**src/rtl/fft_pkg.sv**
```systemverilog
// Shared definitions for the FFT sequencer: size defaults, FSM encoding and the
// bit-reversal helper used to scatter input samples.
package fft_pkg;

    localparam int FFT_MAX_N   = 32;
    localparam int FFT_ADDR_W  = $clog2(FFT_MAX_N);
    localparam int FFT_STAGE_W = 3;
    localparam int FFT_BR_W    = 16;

    localparam logic [2:0] ST_IDLE    = 3'd0;
    localparam logic [2:0] ST_LOAD    = 3'd1;
    localparam logic [2:0] ST_COMPUTE = 3'd2;
    localparam logic [2:0] ST_DRAIN   = 3'd3;
    localparam logic [2:0] ST_SWAP    = 3'd4;
    localparam logic [2:0] ST_UNLOAD  = 3'd5;

    // Mirror the low n bits of v; bits at or above n come out as zero.
    function automatic logic [FFT_BR_W-1:0] fft_bit_rev(input logic [FFT_BR_W-1:0] v,
                                                        input logic [FFT_STAGE_W-1:0] n);
        logic [FFT_BR_W-1:0] r;
        r = '0;
        for (int i = 0; i < FFT_BR_W; i++) begin
            if (i < int'(n)) begin
                r[int'(n) - 1 - i] = v[i];
            end
        end
        return r;
    endfunction

endpackage

```
**src/rtl/fft_issue_pipe.sv**
```systemverilog
// Butterfly issue tracker: delays each AGU issue by LATENCY cycles to form the
// write-back strobe, and reports when nothing beyond the current write-back is in flight.
module fft_issue_pipe #(
    parameter int LATENCY = 3
) (
    input  logic clk,
    input  logic reset,
    input  logic issue,
    output logic wr_en,
    output logic empty
);

    localparam logic [LATENCY-1:0] LAST = LATENCY'(1) << (LATENCY - 1);

    logic [LATENCY-1:0] sr;

    always_ff @(posedge clk) begin
        if (reset) begin
            sr <= '0;
        end else begin
            sr <= (sr << 1) | LATENCY'(issue);
        end
    end

    assign wr_en = sr[LATENCY-1];
    // The output stage is excluded so the sequencer can leave DRAIN on the final write-back.
    assign empty = ~|(sr & ~LAST);

endmodule

```
**src/rtl/fft_seq_ctrl.sv**
```systemverilog
// Radix-2 DIT FFT sequencer: bit-reversed load, paced compute stages with drain and bank swap,
// natural-order unload. Defining FFT_SEQ_CTRL_CYCLE_CNT_EN adds the compute_cycles counter port.
module fft_seq_ctrl
    import fft_pkg::*;
#(
    parameter int MAX_N      = FFT_MAX_N,
    parameter int ADDR_W     = $clog2(MAX_N),
    parameter int STAGE_W    = FFT_STAGE_W,
    parameter int BF_LATENCY = 3
) (
    input  logic               clk,
    input  logic               reset,
    input  logic               start,
    input  logic [STAGE_W-1:0] n_log2,
    input  logic               in_valid,
    output logic               in_ready,
    output logic               load_we,
    output logic [ADDR_W-1:0]  load_addr,
    output logic               agu_rst_n,
    output logic               agu_next_step,
    input  logic               agu_done_stage,
    output logic               bf_wr_en,
    output logic               rd_bank,
    output logic               out_valid,
    input  logic               out_ready,
    output logic [ADDR_W-1:0]  unload_addr,
    output logic               busy,
    output logic               done,
    output logic               err
`ifdef FFT_SEQ_CTRL_CYCLE_CNT_EN
    ,
    output logic [15:0]        compute_cycles
`endif
);

    logic [2:0]         state;
    logic [STAGE_W-1:0] n_reg;
    logic [STAGE_W-1:0] stage;
    logic [ADDR_W-1:0]  cnt;
    logic               first_drain;
    logic               pipe_empty;
    logic [ADDR_W-1:0]  last_samp;
    logic [ADDR_W-1:0]  last_issue;
    logic               start_legal;
    logic               load_last;

    always_comb begin
        last_samp   = ADDR_W'((32'd1 << n_reg) - 32'd1);
        last_issue  = ADDR_W'((32'd1 << (n_reg - STAGE_W'(1))) - 32'd1);
        start_legal = (n_log2 != '0) && (32'(n_log2) <= 32'(ADDR_W));
    end

    assign busy          = (state != ST_IDLE);
    assign agu_rst_n     = busy;
    assign in_ready      = (state == ST_LOAD);
    assign load_we       = in_valid & in_ready;
    assign load_addr     = in_ready ? ADDR_W'(fft_bit_rev(FFT_BR_W'(cnt), FFT_STAGE_W'(n_reg))) : '0;
    assign load_last     = load_we && (cnt == last_samp);
    assign agu_next_step = (state == ST_COMPUTE);
    assign out_valid     = (state == ST_UNLOAD);
    assign unload_addr   = out_valid ? cnt : '0;

    fft_issue_pipe #(
        .LATENCY (BF_LATENCY)
    ) u_issue_pipe (
        .clk   (clk),
        .reset (reset),
        .issue (agu_next_step),
        .wr_en (bf_wr_en),
        .empty (pipe_empty)
    );

    // cnt is shared: load sample index, butterfly issue index, then unload index.
    always_ff @(posedge clk) begin
        if (reset) begin
            state       <= ST_IDLE;
            n_reg       <= '0;
            stage       <= '0;
            cnt         <= '0;
            rd_bank     <= 1'b0;
            first_drain <= 1'b0;
            done        <= 1'b0;
            err         <= 1'b0;
        end else begin
            done        <= 1'b0;
            first_drain <= 1'b0;
            if (agu_done_stage && !first_drain) begin
                err <= 1'b1;
            end
            case (state)
                ST_IDLE: begin
                    if (start) begin
                        if (start_legal) begin
                            n_reg <= n_log2;
                            err   <= 1'b0;
                            cnt   <= '0;
                            state <= ST_LOAD;
                        end else begin
                            err <= 1'b1;
                        end
                    end
                end
                ST_LOAD: begin
                    if (load_we) begin
                        if (load_last) begin
                            cnt     <= '0;
                            stage   <= '0;
                            rd_bank <= ~rd_bank;
                            state   <= ST_COMPUTE;
                        end else begin
                            cnt <= cnt + ADDR_W'(1);
                        end
                    end
                end
                ST_COMPUTE: begin
                    if (cnt == last_issue) begin
                        cnt         <= '0;
                        first_drain <= 1'b1;
                        state       <= ST_DRAIN;
                    end else begin
                        cnt <= cnt + ADDR_W'(1);
                    end
                end
                ST_DRAIN: begin
                    if (first_drain && !agu_done_stage) begin
                        err <= 1'b1;
                    end
                    if (pipe_empty) begin
                        state <= ST_SWAP;
                    end
                end
                ST_SWAP: begin
                    rd_bank <= ~rd_bank;
                    stage   <= stage + STAGE_W'(1);
                    state   <= (stage == n_reg - STAGE_W'(1)) ? ST_UNLOAD : ST_COMPUTE;
                end
                ST_UNLOAD: begin
                    if (out_ready) begin
                        if (cnt == last_samp) begin
                            cnt   <= '0;
                            done  <= 1'b1;
                            state <= ST_IDLE;
                        end else begin
                            cnt <= cnt + ADDR_W'(1);
                        end
                    end
                end
                default: state <= ST_IDLE;
            endcase
        end
    end

`ifdef FFT_SEQ_CTRL_CYCLE_CNT_EN
    logic [15:0] cyc_cnt;

    always_ff @(posedge clk) begin
        if (reset) begin
            cyc_cnt <= '0;
        end else if (load_last) begin
            cyc_cnt <= '0;
        end else if ((state == ST_COMPUTE || state == ST_DRAIN || state == ST_SWAP) &&
                     (cyc_cnt != 16'hFFFF)) begin
            cyc_cnt <= cyc_cnt + 16'd1;
        end
    end

    assign compute_cycles = cyc_cnt;
`endif

endmodule

```
**config.mk**
```make
export PLATFORM = sky130hd
export DESIGN_NAME = fft_seq_ctrl
export DESIGN_NICKNAME = d
export VERILOG_FILES = /design/src/rtl/fft_pkg.sv /design/src/rtl/fft_issue_pipe.sv /design/src/rtl/fft_seq_ctrl.sv
export SDC_FILE = /design/constraint.sdc
export NUM_CORES = 1
export LEC_CHECK = 0
export CORE_AREA = 2 2 76 78
export DETAILED_ROUTE_END_ITERATION = 10
export DIE_AREA = 0 0 78 80
export PLACE_DENSITY = 0.62
export SLEW_MARGIN = 20
export SYNTH_ARGS = -nofsm -noshare
export SYNTH_HDL_FRONTEND = slang
export SYNTH_HIERARCHICAL = 1
export SYNTH_SLANG_ARGS = --single-unit
```
**constraint.sdc**
```tcl
create_clock -name clk -period 2.95 [get_ports clk]
set_input_delay 0.4425 -clock clk [delete_from_list [all_inputs] [get_ports clk]]
set_output_delay 0.4425 -clock clk [all_outputs]
set_load 0.03 [all_outputs]
```
==> qor.yml <==
synthArstFlopShare_pct: 0
status: "complete, but fails checks"
critPathLaunchType: "flop"
syn_inst: 294
synth_top_family_by_area: "simple AND/OR/NAND/NOR gates"
cp_num_buf_inv: 4
violations: "setup timing"
maxSlewHeadroom_pct: 58.1
report.final.slew_viol_count: 0
wl_per_cell_um: 15.0
grt_pass1_vias: 2163
synth-compound-area-share_pct: 21.4
clk_pin_slew_worst_paths_ps: 90
setup_ws_ps: -310
fin_crit_ps: 3260
min_path_type: "flop to flop"
syn_area_per_cell_sq_um: 7.56
core_area_sq_mm: 0.00541
crit_slowest_cell: "dfxtp_4"
leakage_uw: 0.00130
final_layout_size_suffix_gt1_share_pct: 29.1
max_stage_delay_ps: 370
vias: 2369
synth_edf_count: 0
dominantRegCellSynth: "dfxtp_1"
worst-slew-pin-transition_ps: 628
postCtsHoldBufs: 0
worstSetupPathType: "flop to output pin"
clock_latency_ps: 270
cp_top_family: "compound AO/OA/AOI/OAI gates"
instances_no_fill: 429
power_density_mw_per_mm2: 394
synth_fa_ha_area_share_pct: 11.8
drv_cap: 0
ys_seq_elements: 21
path_max_fanout: 6
via_per_inst: 5.52
gp_congestion: 0.855
ys_seq_area_share_pct: 18.9
cts_buffers: 3
ant_nets: 0
largest_reg_flops: 5
post-route-period-util_pct: 111
syn_to_final_growth_pct: 42.8
syn-num-nets: 324
htreeDepth: 1
synth-simple-area-share_pct: 30.6
synth_warnings: 6
die_h_um: 80
fin_setup_tns_ps: -1020
final_nets: 388
end_kind: "output pin"
clkSinkCount: 21
antenna_cells: 0
fmax_mhz: 307
rsz0062_at_grt: "yes"
die-width_um: 78
mostFrequentLayoutCells: "buf_4 (50), nand2_1 (29), nor2_1 (23), clkdlybuf4s50_1 (23)"
io_pins: 29
wl_um: 6460
setup_viol: 4
io_buffer_count: 28
drt_iter0_drc: 153
grt_pass1_wl_um: 10300
grtUsageTotal_pct: 20.8
cts_root_buf: "clkbuf_8"
muxShareOfSynthArea_pct: 3.15
dp_cells: 419
mostFrequentLayoutCell: "buf_4"
dp_hpwl_um: 4870
top_register: "cnt"
critPathArrivalTime_ps: 2820
antenna_found_initial: 0
clock-skew-final_ps: 9.41
fp-row-count: 27
grt_remaining_overflow: 0
drc_errors: 0
path_cells: "inv_6 -> ha_4 -> xnor2_4 -> ha_4 -> or3_4 -> a221oi_2 -> nor2b_1 -> buf_4 -> buf_4 -> a22oi_2 -> a31o_1 -> mux2i_2 -> a211oi_4 -> buf_6"
peakVddDrop_mv: 0.276
cts_tree: "yes"
synth_area_sq_mm: 0.00222
hold_viol: 0
clockBufferDepth: 2
synth_xor_area_share_pct: 7.15
required_ps: 2510
yosysUniqueCellTypes: 57
drt_first_pass_iters: 4
start_util_pct: 41.1
die_area_sq_mm: 0.00624
fin_util_pct: 58.7
grt_max_degree: 19
per-stage QoR:
stage | hold slack [ps] | power (uW) | setup WS, ps | instance area, sq um
3_3_place_gp | 447 | 954 | -374 | 2910
2_1_floorplan | 439 | 734 | -108 | 2310
6_report | 465 | 1250 | -310 | 3170
3_5_place_dp | 451 | 961 | -450 | 2910
5_1_grt | 471 | 1330 | -404 | 3170
4_1_cts | 467 | 1220 | -299 | 3100
cell type report:
| cell class | instances | area (sq um) |
|---|---|---|
| clock buffers | 3 | 41.3 |
| repair buffers | 81 | 704 |
| multi-input cells | 240 | 1850 |
| inverters | 11 | 48.8 |
| clock inverters | 1 | 7.51 |
| well taps | 72 | 90.1 |
| fillers | 494 | 2230 |
| flip-flops and latches | 21 | 429 |
synthesized netlist by cell type (3+ instances only):
master / number / area (sq um)
nand2_1: 31 / 116
nor2_1: 24 / 90.1
dfxtp_1: 21 / 420
ha_1: 21 / 263
nand3_1: 19 / 95.1
a21oi_1: 15 / 75.1
clkbuf_1: 11 / 41.3
and3_1: 10 / 62.6
inv_1: 9 / 33.8
nand2b_1: 9 / 56.3
nor3_1: 9 / 45.0
nor2b_1: 8 / 50.1
xor2_1: 8 / 70.1
mux2i_1: 7 / 70.1
xnor2_1: 7 / 61.3
nand4_1: 6 / 37.5
o211ai_1: 5 / 37.5
a22oi_1: 4 / 30.0
and2_1: 4 / 25.0
buf_2: 4 / 20.0
o21ai_0: 4 / 20.0
a211o_1: 3 / 26.3
a211oi_1: 3 / 22.5
a221o_1: 3 / 30.0
a31o_1: 3 / 26.3
a31oi_1: 3 / 18.8
buf_4: 3 / 22.5
or3_1: 3 / 18.8
metal layers:
layer,wire length (um),up-vias,share of wire (%),global-route usage [%]
met5,0,-,0,0
met4,39,0,0.60,4.74
met3,158,4,2.4,2.83
met2,3260,45,50,37.0
met1,3000,1145,46,26.7
li1,-,1175,-,-
worst reg2reg max path: stages (launching register included):
cell and delay (ps):
dfxtp_4 370, inv_6 40, ha_4 170, xnor2_4 150
buf_4 150, buf_12 150, nand2_4 80, ha_4 160
or3b_4 230, nor2_2 30, a211o_1 290, a2111oi_4 410
o21a_2 250, buf_4 130, or3_1 90, a21oi_1 50
cells by family after synthesis:
logic type,Yosys count
AOI/OAI and AO/OA,64
xor gates and xnor gates,16
adders and majority gates,21
buffers and inverters,33
DFF,21
muxes,7
and+or+nand+nor,132
report_power, final:
part	leakage [uW]	switching (uW)	internal [uW]
clock network	0.0000217	107	95.7
registers	0.000172	13.1	298
logic	0.00111	396	342
total	0.00130	516	736
path summary, 6_finish.rpt:
kind / start / end / slack (ps) / cells after the start
max: n_reg[0] / load_addr[2] / -310 / 14
max reg2reg: n_reg[0] / cnt[0] / 60 / 15
min reg2reg: u_issue_pipe/sr[0] / u_issue_pipe/sr[1] / 460 / 1
min: u_issue_pipe/sr[0] / u_issue_pipe/sr[1] / 460 / 1
timing repair:
item	in CTS	in global routing
cloned	0	0
endpoints found under the setup margin	11	12
gates resized for setup	36	14
hold endpoints to repair	0	0
buffers inserted	6	1
pin swaps	13	12
(Power assumes the default switching activity.)
